File: src/rtl/seg_scan_driver_pkg.sv
// Shared definitions for the multiplexed 7-segment scan driver: state codes,
// the active-low segment lookup, and the all-dark segment value.
package seg_scan_driver_pkg;

    typedef enum logic [1:0] {
        IDLE  = 2'd0,
        DRIVE = 2'd1,
        BLANK = 2'd2
    } state_e;

    localparam logic [1:0] ST_IDLE  = 2'd0;
    localparam logic [1:0] ST_DRIVE = 2'd1;
    localparam logic [1:0] ST_BLANK = 2'd2;

    // Active-low gfedcba; codes 10..15 light only g (a dash).
    localparam logic [6:0] SEG_LUT [16] = '{
        7'h40, 7'h79, 7'h24, 7'h30, 7'h19, 7'h12, 7'h02, 7'h78,
        7'h00, 7'h10, 7'h3F, 7'h3F, 7'h3F, 7'h3F, 7'h3F, 7'h3F
    };

    localparam logic [7:0] SEG_BLANK = 8'hFF;

endpackage

File: src/rtl/seg_scan_driver_if.sv
// Display-side bundle: digit/option inputs from the counter board and the
// multiplexed anode/segment outputs towards the display.
interface seg_scan_driver_if;
    logic        enable;
    logic [15:0] digits;
    logic [3:0]  dp_mask;
    logic        lz_blank_en;
    logic [7:0]  anode;
    logic [7:0]  seg;
    logic        frame_done;

    modport master (
        output enable, digits, dp_mask, lz_blank_en,
        input  anode, seg, frame_done
    );

    modport slave (
        input  enable, digits, dp_mask, lz_blank_en,
        output anode, seg, frame_done
    );
endinterface

File: src/rtl/seg_scan_driver_seg_decode.sv
// Combinational digit-to-segment map: value through the lookup, optional
// blanking of a..g, and an active-low decimal point on seg[7].
module seg_decode
    import seg_scan_driver_pkg::*;
(
    input  logic [3:0] value_i,
    input  logic       blank_i,
    input  logic       dp_i,
    output logic [7:0] seg_o
);
    always_comb begin
        seg_o[6:0] = blank_i ? 7'h7F : SEG_LUT[value_i];
        seg_o[7]   = ~dp_i;
    end
endmodule

File: src/rtl/seg_scan_driver.sv
// Four-digit scan driver: DRIVE/BLANK time-multiplexing with a per-frame
// snapshot of the digits, leading-zero suppression and decimal points.
module seg_scan_driver
    import seg_scan_driver_pkg::*;
#(
    parameter int TICK_DIV     = 50000,
    parameter int BLANK_CYCLES = 64
) (
    input  logic             sysclock,
    input  logic             reset,
    seg_scan_driver_if.slave bus
);
    localparam int MAX_CYC = (TICK_DIV > BLANK_CYCLES) ? TICK_DIV : BLANK_CYCLES;
    localparam int CW      = $clog2(MAX_CYC) + 1;
    localparam logic [CW-1:0] DRIVE_LAST = CW'(TICK_DIV - 1);
    localparam logic [CW-1:0] BLANK_LAST = CW'(BLANK_CYCLES - 1);

    logic [1:0]    state_q, state_d;
    logic [1:0]    idx_q, idx_d;
    logic [CW-1:0] cnt_q, cnt_d;
    logic [15:0]   snap_q, snap_d;
    logic [3:0]    dp_q, dp_d;
    logic [7:0]    anode_q, anode_d;
    logic [7:0]    seg_q, seg_d;
    logic          fd_q, fd_d;

    logic [3:0]    dig_zero;
    logic [3:0]    lz_mask;
    logic [3:0]    cur_val;
    logic          cur_blank;
    logic          cur_dp;
    logic [7:0]    dec_seg;

    always_comb begin
        state_d = state_q;
        idx_d   = idx_q;
        cnt_d   = cnt_q;
        snap_d  = snap_q;
        dp_d    = dp_q;
        fd_d    = 1'b0;
        if (!bus.enable) begin
            state_d = ST_IDLE;
            idx_d   = 2'd0;
            cnt_d   = '0;
        end else begin
            case (state_q)
                ST_IDLE: begin
                    state_d = ST_DRIVE;
                    idx_d   = 2'd0;
                    cnt_d   = '0;
                    snap_d  = bus.digits;
                    dp_d    = bus.dp_mask;
                end
                ST_DRIVE: begin
                    if (cnt_q == DRIVE_LAST) begin
                        state_d = ST_BLANK;
                        cnt_d   = '0;
                        fd_d    = (idx_q == 2'd3);
                    end else begin
                        cnt_d = cnt_q + CW'(1);
                    end
                end
                ST_BLANK: begin
                    if (cnt_q == BLANK_LAST) begin
                        state_d = ST_DRIVE;
                        cnt_d   = '0;
                        idx_d   = idx_q + 2'd1;
                        // Wrapping back to digit 0 is the only point where new inputs are taken.
                        if (idx_q == 2'd3) begin
                            snap_d = bus.digits;
                            dp_d   = bus.dp_mask;
                        end
                    end else begin
                        cnt_d = cnt_q + CW'(1);
                    end
                end
                default: begin
                    state_d = ST_IDLE;
                    idx_d   = 2'd0;
                    cnt_d   = '0;
                end
            endcase
        end
    end

    // Outputs are derived from next-state values so anode and seg move together.
    for (genvar gi = 0; gi < 4; gi++) begin : g_zero
        assign dig_zero[gi] = (snap_d[4*gi +: 4] == 4'd0);
    end

    assign lz_mask   = {dig_zero[3],
                        dig_zero[3] & dig_zero[2],
                        dig_zero[3] & dig_zero[2] & dig_zero[1],
                        1'b0};
    assign cur_val   = snap_d[{idx_d, 2'b00} +: 4];
    assign cur_blank = bus.lz_blank_en & lz_mask[idx_d];
    assign cur_dp    = dp_d[idx_d];

    seg_decode u_decode (
        .value_i (cur_val),
        .blank_i (cur_blank),
        .dp_i    (cur_dp),
        .seg_o   (dec_seg)
    );

    always_comb begin
        anode_d = 8'hFF;
        seg_d   = SEG_BLANK;
        if (state_d == ST_DRIVE) begin
            anode_d = {4'hF, ~(4'b0001 << idx_d)};
            seg_d   = dec_seg;
        end
    end

    always_ff @(posedge sysclock or posedge reset) begin
        if (reset) begin
            state_q <= ST_IDLE;
            idx_q   <= 2'd0;
            cnt_q   <= '0;
            snap_q  <= 16'h0000;
            dp_q    <= 4'h0;
            anode_q <= 8'hFF;
            seg_q   <= SEG_BLANK;
            fd_q    <= 1'b0;
        end else begin
            state_q <= state_d;
            idx_q   <= idx_d;
            cnt_q   <= cnt_d;
            snap_q  <= snap_d;
            dp_q    <= dp_d;
            anode_q <= anode_d;
            seg_q   <= seg_d;
            fd_q    <= fd_d;
        end
    end

    assign bus.anode      = anode_q;
    assign bus.seg        = seg_q;
    assign bus.frame_done = fd_q;

endmodule

File: src/flat_wrapper.sv
// flat-port wrapper written by rule: the top's interface ports become plain ports
module seg_scan_driver_flat import seg_scan_driver_pkg::*;
#(
    parameter int TICK_DIV     = 50000,
    parameter int BLANK_CYCLES = 64
)
  (sysclock, reset, bus_enable, bus_digits, bus_dp_mask, bus_lz_blank_en, bus_anode, bus_seg, bus_frame_done);
  seg_scan_driver_if bus_i ();
  input  logic sysclock;
  input  logic reset;
  input wire logic [$bits(bus_i.enable)-1:0] bus_enable;
  input wire logic [$bits(bus_i.digits)-1:0] bus_digits;
  input wire logic [$bits(bus_i.dp_mask)-1:0] bus_dp_mask;
  input wire logic [$bits(bus_i.lz_blank_en)-1:0] bus_lz_blank_en;
  output wire logic [$bits(bus_i.anode)-1:0] bus_anode;
  output wire logic [$bits(bus_i.seg)-1:0] bus_seg;
  output wire logic [$bits(bus_i.frame_done)-1:0] bus_frame_done;
  assign bus_i.enable = bus_enable;
  assign bus_i.digits = bus_digits;
  assign bus_i.dp_mask = bus_dp_mask;
  assign bus_i.lz_blank_en = bus_lz_blank_en;
  assign bus_anode = bus_i.anode;
  assign bus_seg = bus_i.seg;
  assign bus_frame_done = bus_i.frame_done;
  seg_scan_driver #(.TICK_DIV(TICK_DIV), .BLANK_CYCLES(BLANK_CYCLES)) u_core (.sysclock(sysclock), .reset(reset), .bus(bus_i));
endmodule
File: config.mk
export PLATFORM = sky130hd
export DESIGN_NAME = seg_scan_driver_flat
export DESIGN_NICKNAME = d
export VERILOG_FILES = /design/src/rtl/seg_scan_driver_pkg.sv /design/src/rtl/seg_scan_driver_if.sv /design/src/rtl/seg_scan_driver_seg_decode.sv /design/src/rtl/seg_scan_driver.sv /design/src/flat_wrapper.sv
export SDC_FILE = /design/constraint.sdc
export NUM_CORES = 1
export LEC_CHECK = 0
export ABC_AREA = 0
export CAP_MARGIN = 5
export CORE_MARGIN = 2
export CORE_UTILIZATION = 40
export DETAILED_ROUTE_END_ITERATION = 8
export PLACE_DENSITY = 0.6
export SYNTH_ARGS = -nofsm -noshare
export SYNTH_HDL_FRONTEND = slang
export SYNTH_HIERARCHICAL = 1
export SYNTH_SLANG_ARGS = --single-unit
File: constraint.sdc
create_clock -name sysclock -period 3.9 [get_ports sysclock]
set_clock_uncertainty 0.1 [all_clocks]
set_input_delay 0.585 -clock sysclock [delete_from_list [all_inputs] [get_ports sysclock]]
set_output_delay 0.585 -clock sysclock [all_outputs]
set_load 0.02 [all_outputs]
; Word level (Yosys, flattened, before mapping)
; Memory sizes are Yosys's and may differ from the RTL's.
; Cells that the tools add are included.
[classes]
n_shift = 2
n_lt_le_gt_ge = 2
addsub = 2
n_eq_ne = 6
reduce_logical = 4
n_bitwise = 6
mux = 31
[ops]
columns = cell, count
row1 = 17-bit 2-to-1 mux, 3
row2 = 16-bit 2-to-1 mux, 3
row3 = 17-bit one-hot mux with 2 select lines, 1
row4 = 16-bit one-hot mux with 2 select lines, 1
row5 = 7-bit 2-to-1 mux, 3
row6 = "17-bit by 1-bit adder with 17-bit output, second input constant", 1
row7 = "17-bit by 16-bit == test with 1-bit output, second input constant", 1
row8 = "17-bit by 6-bit == test with 1-bit output, second input constant", 1
row9 = 4-bit 2-to-1 mux, 4
row10 = 16-bit by 5-bit indexed part select with 4-bit output, 1
row11 = 4-bit zero test, 3
row12 = 2-bit 2-to-1 mux, 5
row13 = 8-bit 2-to-1 mux, 1
row14 = 4-bit one-hot mux with 2 select lines, 1
row15 = 2-bit one-hot mux with 3 select lines, 1
row16 = "5-bit greater-or-equal comparator, second input constant", 1
row17 = 1-bit 2-to-1 mux, 5
row18 = 4-bit NOT with 5-bit output, 1
row19 = 1-bit binary-select mux with 2-bit select, 2
row20 = "2-bit by 1-bit == test with 1-bit output, second input constant", 2
row21 = "2-bit == test, second input constant", 2
row22 = 4-bit NOT, 1
row23 = 2-bit one-hot mux with 2 select lines, 1
row24 = "1-bit by 2-bit << shifter with 4-bit output, first input constant", 1
row25 = 5 further kinds, 7
[word_totals]
elab_cells = 62
input_bits = 24
memories = 1
romBits = 112
regBits = 55
out_inout_bits = 17
[mem_list]
columns = memory, words, word_bits, rd, rd_ports_with_merged_regs, wr, line
row1 = (name not given), 16, 7, 1, 0, 0, seg_scan_driver_seg_decode.sv:12  ; seg_o[6:0] = blank_i ? 7'h7F : SEG_LUT[value_i];

; Logic depth before layout (Yosys ltp)
; Gate-level depths: netlist of the first run.
[logic_depth]
ltp_word = 13
ltp_mapped = 16
mapped_depth_nobuf = 15

; By module
; The synthesis of the first run kept the hierarchy.
[modules_own_cells]
columns = module, seq_area_each_um2, cells_per_inst, n_inst, area_per_inst_um2
row1 = seg_scan_driver, 1366.3, 268, 1, 2726.4
row2 = seg_decode, 0.0, 32, 1, 205.2

; Worst setup path after synthesis of the first run
; No wires, ideal clock.
[synth_timing]
path_type = register to register
from = register u_core.cnt_q[8]
to = register u_core.seg_q[2] (netlist: u_core/bus.seg[2])
period_less_slack_ns = 3.507
arrival_ns = 3.319
setup_time_ns = 0.088
slack_ns = 0.393
required_ns = 3.712
path_buffers = 2
path_stages_with_launch = 13
cell_sequence = dfrtp_1 > or4_1 > or4_1 > buf_2 > o21ai_1 > buf_2 > a22o_1 > mux2i_1 > o221ai_1 > inv_1 > ha_1 > a221o_1 > nand2b_1
[synth_via]
elab_cells_between_ends = 28
classes_between = 3 x eq/ne / 1 x shift / 16 x mux / 4 x bitwise / 3 x reduce/logical / 1 x memory
[synth_rtl]
columns = item, line
row1 = "start, declared", seg_scan_driver.sv:20  ; logic [CW-1:0] cnt_q, cnt_d;
row2 = "start signal, assigned", seg_scan_driver.sv:128  ; cnt_q <= cnt_d;
row3 = 17-bit by 6-bit == test with 1-bit output, seg_scan_driver.sv:64  ; if (cnt_q == BLANK_LAST) begin
row4 = 16-bit 2-to-1 mux, seg_scan_driver.sv:64
row5 = 16-bit one-hot mux with 2 select lines, seg_scan_driver.sv:46  ; case (state_q)
row6 = 16-bit 2-to-1 mux, seg_scan_driver.sv:41  ; if (!bus.enable) begin
row7 = net u_core.snap_d[4], seg_scan_driver.sv:21  ; logic [15:0] snap_q, snap_d;
row8 = 16-bit by 5-bit indexed part select with 4-bit output, seg_scan_driver.sv:95  ; assign cur_val = snap_d[{idx_d, 2'b00} +: 4];
row9 = net u_core.cur_val[0], seg_scan_driver.sv:29  ; logic [3:0] cur_val;
row10 = 4-bit NOT with 5-bit output (implied by the code), seg_scan_driver_seg_decode.sv:12
row11 = memory read 16 x 7 bit, --
row12 = 7-bit 2-to-1 mux (implied by the code) (2 in a row), seg_scan_driver_seg_decode.sv:12
row13 = 7-bit 2-to-1 mux, seg_scan_driver_seg_decode.sv:12
row14 = net u_core.dec_seg[2], seg_scan_driver.sv:32  ; logic [7:0] dec_seg;
row15 = 8-bit 2-to-1 mux, seg_scan_driver.sv:109  ; if (state_d == ST_DRIVE) begin
row16 = net u_core.seg_d[2], seg_scan_driver.sv:24  ; logic [7:0] seg_q, seg_d;
row17 = "end signal, assigned", seg_scan_driver.sv:132  ; seg_q <= seg_d;
row18 = "end, declared", seg_scan_driver.sv:24
; The timed path passes the listed nets, and every way through them passes these cells. The select of a mux whose other input is x is not followed.

; Worst setup path after layout of the first run
[layout_timing]
from = register u_core.cnt_q[8]
to = register u_core.seg_q[3] (netlist: u_core/bus.seg[3])
[layout_via]
elab_cells_between_ends = 28
classes_between = 3 x eq/ne / 1 x shift / 16 x mux / 4 x bitwise / 3 x reduce/logical / 1 x memory
[layout_rtl]
columns = item, line
row1 = 17-bit by 6-bit == test with 1-bit output *, seg_scan_driver.sv:64
row2 = 16-bit 2-to-1 mux or 2-bit 2-to-1 mux (tied branches), seg_scan_driver.sv:64
row3 = 16-bit one-hot mux with 2 select lines or 2-bit one-hot mux with 2 select lines (tied branches), seg_scan_driver.sv:46
row4 = 16-bit 2-to-1 mux or 2-bit 2-to-1 mux (tied branches), seg_scan_driver.sv:41
row5 = 16-bit by 5-bit indexed part select with 4-bit output *, seg_scan_driver.sv:95
row6 = net u_core.cur_val[0], seg_scan_driver.sv:29
row7 = 4-bit NOT with 5-bit output (implied by the code) *, seg_scan_driver_seg_decode.sv:12
row8 = memory read 16 x 7 bit *, --
row9 = 7-bit 2-to-1 mux (implied by the code) * (2 in a row), seg_scan_driver_seg_decode.sv:12
row10 = 7-bit 2-to-1 mux *, seg_scan_driver_seg_decode.sv:12
row11 = net u_core.dec_seg[3], seg_scan_driver.sv:32
row12 = 8-bit 2-to-1 mux *, seg_scan_driver.sv:109
row13 = net u_core.seg_d[3], seg_scan_driver.sv:24
; The timed path passes the listed nets; every way through them passes the cells marked *. The select of a mux whose other input is x is not followed.

==> impl_metrics.env, run 1 <==
export IMPL_status="finished, final reports clean"
export IMPL_power_density_nw_per_um2=332.4
export IMPL_drv_cap=0
export IMPL_grt_util_met1=0.2544
export IMPL_synth_adder_area_share=0.04695
export IMPL_p_clk_frac=0.271
export IMPL_tns_ps=0
export IMPL_die_area_um2=8030
export IMPL_ys_flop_type="dfrtp_1"
export IMPL_clock_sinks=54
export IMPL_fill_cells=679
export IMPL_regToRegStartpoint="u_core/cnt_q[8]"
export IMPL_initial_utilization=0.4085
export IMPL_grt_max_degree=41
export IMPL_synth_area_top_cells="dfrtp_1 (36%), dfstp_2 (11%), a22o_1 (5.7%)"
export IMPL_final_util=0.4940
export IMPL_fmax_mhz=272.2
export IMPL_root_buffer="clkbuf_8"
export IMPL_gr_total_overflow=0
export IMPL_ys_types=52
export IMPL_io_pins=41
export IMPL_area_growth_pct=20.91
export IMPL_synth_simple_area_share=0.1950
export IMPL_post_drt_via_cell_ratio=5.247
export IMPL_crit_path_end_kind="register"
export IMPL_synthCells=300
export IMPL_synth_compound_area_frac=0.1729
export IMPL_slew_headroom=0.4534
export IMPL_yosysWarningCount=6
export IMPL_power_frac_seq=0.528
export IMPL_cts_tree="done"
export IMPL_syn_area_per_cell_um2=9.772
export IMPL_arrival_ps=3830
export IMPL_top_usage_layer="met1"
export IMPL_hold_class="reg -> reg"
export IMPL_cp_required_ps=4060
export IMPL_hold_viol=0
export IMPL_row_count=31
export IMPL_r2r_setup_slack_ps=230
export IMPL_internal_power_w=0.0008502
export IMPL_yosysSeqAreaShare=0.4661
export IMPL_core_region_area_um2=7176
export IMPL_n_antenna_cell=0
export IMPL_grt_antenna_before_repair=0
export IMPL_avgRoutedWirePerCell_um=14.34
export IMPL_path_clk_slew_ps=100
export IMPL_nets=377
export IMPL_synth_edff_count=0
export IMPL_pwr_share_comb=0.202
export IMPL_cts_buffers=5
export IMPL_critPathKind="reg -> reg"
export IMPL_synthMuxAreaShare=0.01707
export IMPL_min_period_ps=3674
export IMPL_syn_area_um2=2932
export IMPL_fp_dieW_um=89.61
export IMPL_cts_htree_levels=2
export IMPL_gp_congestion=0.8889
export IMPL_post_route_period_util=0.9421
export IMPL_hold_start="u_core/cnt_q[0]"
export IMPL_grt_pass1_vias=2124
export IMPL_drt_iter0_markers=116
export IMPL_ir_drop_uv=142.5
export IMPL_finalSetupViolations=0
export IMPL_worstRegToRegCells=13
export IMPL_cts_hold_buf=0
export IMPL_power_switching_w=0.0003279
export IMPL_crit_fanout=17
export IMPL_maxSlewViolCount=0
export IMPL_grt_util_met3=0.02925
export IMPL_hold_depth=1
export IMPL_dr_pass1_iters=4
export IMPL_whs_endpoint="u_core/cnt_q[0]"
export IMPL_drc_errors=0
export IMPL_grt_use_met2=0.2460
export IMPL_via_count=2319
export IMPL_clk_latency_ps=310
export IMPL_synth_largest_area_cell="dfrtp_1"
export IMPL_synth_xor_area_share=0.04481
export IMPL_rsz0062_at_grt="no"
export IMPL_tightest_slew_ps=818.7
export IMPL_track_usage=0.1668
export IMPL_ys_seq_elements=54
export IMPL_totalWireLength_um=6339
export IMPL_drive_gt1_frac=0.1195
export IMPL_sw_frac_of_total=0.2783
export IMPL_synth_top_cell_area_share=0.3585
export IMPL_hold_slack_ps=394.9
export IMPL_grt_first_pass_wirelength_um=10460
export IMPL_cp_start_kind="register"
export IMPL_synth_top_family_by_area="simple AND/OR/NAND/NOR gates"
export IMPL_die_y_um=89.61
export IMPL_dp_final_hpwl_um=4701
export IMPL_r2r_end="u_core/bus.seg[3]"
export IMPL_ant_nets=0
export IMPL_port_buffers=36
export IMPL_p_leak_nw=1.479
export IMPL_async_flop_share=1.000
export IMPL_cts_buffer_depth=2
[how the worst max path moves through the flow]
stage / end / start / slack (ps) / cells after the start
4_1_cts: u_core/bus.seg[3] / u_core/cnt_q[8] / 190 / 13
5_1_grt: u_core/bus.seg[3] / u_core/cnt_q[8] / 2 / 11
3_3_place_gp: u_core/bus.seg[3] / bus_enable / 300 / 12
3_5_place_dp: u_core/bus.seg[3] / u_core/cnt_q[8] / 200 / 9
6_report: u_core/bus.seg[3] / u_core/cnt_q[8] / 230 / 13
2_1_floorplan: u_core/bus.seg[2] / u_core/cnt_q[8] / 390 / 12
[logic make-up after synthesis]
family | count (synthesis)
buffers and inverters | 38
multiplexers | 5
AND/OR/NAND/NOR | 109
XOR/XNOR | 15
flip-flops | 54
other | 1
AO/OA/AOI/OAI | 67
adder cells (fa/ha/maj) | 11
[cells in the final DEF (no fill, tap or decap), drive strengths merged, types with 6 or more instances in the layout]
| master | count |
|---|---|
| or4 | 7 |
| nand2b | 12 |
| xnor2 | 6 |
| dfstp | 12 |
| buf | 15 |
| nand3 | 16 |
| nor2 | 29 |
| dfrtp | 42 |
| xor2 | 9 |
| inv | 21 |
| ha | 11 |
| nand2 | 14 |
| clkdlybuf4s50 | 36 |
| nand4 | 7 |
| o21ai | 14 |
| a22o | 19 |
| clkbuf | 6 |
[metrics by stage]
stage	instance area, um^2	std cells	setup WS [ps]	power, W
floorplan	2943	303	393.3	0.0007832
global placement	3447	434	303.9	0.0008690
detailed placement	3447	434	202.1	0.0008705
CTS	3535	442	189.2	0.001196
global route	3545	442	1.646	0.001246
finish	3545	442	225.8	0.001178
[Yosys cell counts (3+ instances only)]
library cell,number
nand2_1,14
xor2_1,9
ha_1,11
or4_1,7
nand4_1,7
o211ai_1,3
xnor2_1,6
buf_2,4
nor2_1,29
buf_4,4
mux2i_1,5
nor4_1,4
clkbuf_1,10
a222oi_1,4
a22o_1,19
and3_1,4
dfstp_2,12
a21oi_1,5
nand3_1,16
inv_1,18
and2_1,3
dfrtp_1,42
nand2b_1,12
o21ai_0,12
nor2b_1,3
o221ai_1,4
[layout make-up]
cell class              instances  area [um^2]  share of cell area
clock buffers                   6        72.57             0.02047
flip-flops and latches         54         1366              0.3855
inverters                      19        71.32             0.02012
clock inverters                 2        15.01            0.004236
repair buffers                 51        473.0              0.1334
well taps                      99        123.9             0.03495
multi-input cells             211         1423              0.4013
[registers in the layout, indices dropped and copies added (netlist names)]
name	count
u_core/snap_q	16
u_core/dp_q	4
u_core/bus.seg	8
u_core/bus.anode	4
u_core/bus.frame_done	1
u_core/idx_q	2
u_core/state_q	2
u_core/cnt_q	17
[power groups by stage]
| stage | clock, W | combinational (W) | sequential, W |
|---|---|---|---|
| after floorplan | 0 | 0.000139 | 0.000644 |
| after global placement | 0 | 0.000237 | 0.000632 |
| after detailed placement | 0 | 0.000238 | 0.000632 |
| after CTS | 0.000335 | 0.000239 | 0.000622 |
| after global routing | 0.000354 | 0.000265 | 0.000627 |
| final | 0.000319 | 0.000238 | 0.000622 |
[worst max-delay path, cell delays in order (launching register included)]
cell and delay (ps):
dfrtp_1 440, or4_1 570, or4_1 580, o21ai_2 260
o211ai_1 110, buf_4 210, a21o_1 220, o221ai_1 250
inv_1 130, ha_1 330, nand2_1 70, o21ai_0 60
o21ai_0 160, nand2b_1 140
[what timing repair did]
action	4_1_cts	5_1_grt
setup buffers	0	0
resized for setup	0	3
setup endpoints to repair	0	4
[per-layer routing]
metal	wire (um)	vias up
li1	-	1154
met3	276	6
met5	0	-
met4	74	0
met2	2784	61
met1	3204	1098
Note: power is estimated with default switching activity, not from simulation.
==> inputs of run 2 (changes only) <==
--- a/config.mk
+++ b/config.mk
@@ -5,12 +5,12 @@
 export SDC_FILE = /design/constraint.sdc
 export NUM_CORES = 1
 export LEC_CHECK = 0
-export ABC_AREA = 0
+export ABC_AREA = 1
 export CAP_MARGIN = 5
 export CORE_MARGIN = 2
 export CORE_UTILIZATION = 40
 export DETAILED_ROUTE_END_ITERATION = 8
-export PLACE_DENSITY = 0.6
+export PLACE_DENSITY = 0.59
 export SYNTH_ARGS = -nofsm -noshare
 export SYNTH_HDL_FRONTEND = slang
 export SYNTH_HIERARCHICAL = 1
==> impl_metrics.env, run 2 <==
export IMPL_yosysSeqAreaShare=0.3991
export IMPL_synth_top_cell_area_share=0.3070
export IMPL_yosysMostFrequentCell="nand2_1"
export IMPL_final_util=0.4785
export IMPL_die_y_um=96.51
export IMPL_drive_gt1_frac=0.08762
export IMPL_status="finished, final reports clean"
export IMPL_die_area_um2=9314
export IMPL_crit_path_end_kind="register"
export IMPL_cts_tree="done"
export IMPL_final_common_cell="nand2_1"
export IMPL_post_cts_buffers=0
export IMPL_cts_hold_buf=0
export IMPL_mostFrequentLayoutCells="nand2_1 (195), inv_1 (56), nor2_1 (46)"
export IMPL_totalWireLength_um=8187
export IMPL_grt_antenna_before_repair=0
export IMPL_p_leak_nw=2.008
export IMPL_dr_pass1_iters=4
export IMPL_regToRegStartpoint="u_core/idx_q[0]"
export IMPL_synth_xor_area_share=0.02303
export IMPL_p_clk_frac=0.262
export IMPL_hold_class="reg -> reg"
export IMPL_grt_pass1_vias=2758
export IMPL_syn_area_um2=3423
export IMPL_crit_fanout=17
export IMPL_drc_errors=0
export IMPL_synth_edff_count=0
export IMPL_ir_drop_uv=185.8
export IMPL_slowest_delay_ps=580
export IMPL_slew_headroom=0.4708
export IMPL_post_route_period_util=0.8698
export IMPL_hold_viol=0
export IMPL_fp_dieW_um=96.51
export IMPL_clk_latency_ps=300
export IMPL_track_usage=0.1850
export IMPL_area_growth_pct=15.42
export IMPL_synth_compound_area_frac=0.06067
export IMPL_internal_power_w=0.0008606
export IMPL_initial_utilization=0.4145
export IMPL_synth_area_top_cells="dfrtp_1 (31%), nand2_1 (21%), dfstp_2 (9.2%)"
export IMPL_worstRegToRegCells=15
export IMPL_crit_path_frequent_cell="nand2_1"
export IMPL_finalSetupViolations=0
export IMPL_worstPathCellList="ha_1 -> inv_1 -> o21ai_1 -> o21ai_0 -> nand2_1 -> o21ai_0 -> nand2_1 -> nand4_1 -> inv_1 -> ha_1 -> nand2_1 -> a21oi_1 -> nand2_1 -> inv_1 -> nand2_1"
export IMPL_gr_total_overflow=0
export IMPL_synthCells=492
export IMPL_cp_start_kind="register"
export IMPL_grt_max_degree=35
export IMPL_maxSlewViolCount=0
export IMPL_r2r_end="u_core/bus.seg[4]"
export IMPL_row_count=33
export IMPL_whs_endpoint="u_core/cnt_q[0]"
export IMPL_min_period_ps=3392
export IMPL_arrival_ps=3500
export IMPL_core_region_area_um2=8258
export IMPL_tns_ps=0
export IMPL_rsz0062_at_grt="no"
export IMPL_cts_buffers=5
export IMPL_cp_required_ps=4000
export IMPL_crit_family="compound AO/OA/AOI/OAI gates"
export IMPL_ys_types=34
export IMPL_synth_simple_area_share=0.3798
export IMPL_synth_commonest_cells="nand2_1 (195), inv_1 (57), nor2_1 (46)"
export IMPL_fmax_mhz=294.8
export IMPL_synth_top_family_by_area="simple AND/OR/NAND/NOR gates"
export IMPL_grt_first_pass_wirelength_um=13320
export IMPL_synth_adder_area_share=0.04020
export IMPL_cts_resized=0
export IMPL_ys_flop_type="dfrtp_1"
export IMPL_nets=559
export IMPL_dp_final_hpwl_um=5981
export IMPL_cts_buffer_depth=2
export IMPL_synth_largest_area_cell="dfrtp_1"
export IMPL_hold_depth=1
export IMPL_largest_reg_flops=17
export IMPL_cts_htree_levels=2
export IMPL_gp_congestion=0.8294
export IMPL_io_pins=41
export IMPL_drt_iter0_markers=183
export IMPL_critical_path_slowest_cell="ha_1"
export IMPL_top_register="u_core/cnt_q"
export IMPL_clock_sinks=54
export IMPL_yosysWarningCount=6
export IMPL_pwr_share_comb=0.233
export IMPL_via_count=3071
export IMPL_power_switching_w=0.0003839
export IMPL_n_antenna_cell=0
export IMPL_critPathKind="reg -> reg"
export IMPL_port_buffers=36
export IMPL_hold_start="u_core/cnt_q[0]"
export IMPL_synthMuxAreaShare=0
export IMPL_ant_nets=0
export IMPL_post_drt_via_cell_ratio=4.875
export IMPL_tightest_slew_ps=790.8
export IMPL_root_buffer="clkbuf_8"
export IMPL_drv_cap=0
export IMPL_async_flop_share=1.000
export IMPL_crit_buf_inv=3
export IMPL_power_density_nw_per_um2=315.0
export IMPL_path_clk_slew_ps=100
export IMPL_power_frac_seq=0.505
export IMPL_r2r_setup_slack_ps=510
export IMPL_avgRoutedWirePerCell_um=13.00
export IMPL_ys_seq_elements=54
export IMPL_sw_frac_of_total=0.3085
export IMPL_hold_slack_ps=402.0
export IMPL_syn_area_per_cell_um2=6.958
==> run 2: worst max path at each step <==
stage	from	endpoint	cells after the start
finish	u_core/idx_q[0]	u_core/bus.seg[4]	15
global route	u_core/idx_q[0]	u_core/bus.seg[2]	14
CTS	u_core/idx_q[0]	u_core/bus.seg[4]	15
detailed placement	u_core/idx_q[0]	u_core/bus.seg[4]	15
global placement	u_core/idx_q[0]	u_core/bus.seg[4]	15
floorplan	u_core/cnt_q[0]	u_core/bus.seg[3]	18
==> run 2: power groups by stage <==
| stage | sequential [W] | combinational (W) | clock (W) |
|---|---|---|---|
| after global placement | 0.000638 | 0.000289 | 0 |
| after global routing | 0.000632 | 0.000330 | 0.000369 |
| final | 0.000628 | 0.000290 | 0.000326 |
| after detailed placement | 0.000638 | 0.000289 | 0 |
| after CTS | 0.000628 | 0.000291 | 0.000340 |
| after floorplan | 0.000650 | 0.000179 | 0 |
==> run 2: kinds of logic (layout without fill, tap and decap cells) <==
kind of cell	after synthesis	in the layout
AOI/OAI and AO/OA	38	38
and+or+nand+nor	299	299
adders and majority gates	11	11
other	1	4
buffers and inverters	80	110
xor gates and xnor gates	9	9
DFF	54	54
==> run 2: routing by layer <==
layer	wire, um	global-route usage
met4	54	0.03286
met2	3731	0.3015
met1	4039	0.2616
met5	0	0
met3	361	0.03258
==> run 2: final cells by class <==
class	count	area, um^2
fill	828	4307
multi-input combinational	361	1739
sequential	54	1366
timing repair buffer	39	382.9
inverter	63	236.5
tap	105	131.4
clock buffer	6	82.58
clock inverter	2	12.51
==> run 2: stage by stage <==
| step | instances | area (um^2) | power [W] | setup slack (ps) |
|---|---|---|---|---|
| floorplan | 495 | 3435 | 0.0008296 | 1294 |
| global placement | 622 | 3856 | 0.0009268 | 600.7 |
| detailed placement | 622 | 3856 | 0.0009272 | 531.3 |
| CTS | 630 | 3951 | 0.001259 | 510.6 |
| global route | 630 | 3951 | 0.001331 | 84.22 |
| finish | 630 | 3951 | 0.001245 | 507.7 |
==> inputs of run 3 (changes only) <==
--- a/config.mk
+++ b/config.mk
@@ -11,6 +11,7 @@
 export CORE_UTILIZATION = 40
 export DETAILED_ROUTE_END_ITERATION = 8
 export PLACE_DENSITY = 0.59
+export SETUP_SLACK_MARGIN = 0.05
 export SYNTH_ARGS = -nofsm -noshare
 export SYNTH_HDL_FRONTEND = slang
 export SYNTH_HIERARCHICAL = 1
==> results of run 3 <==
The final DEF is identical to that of run 2; final timing and power are the same.
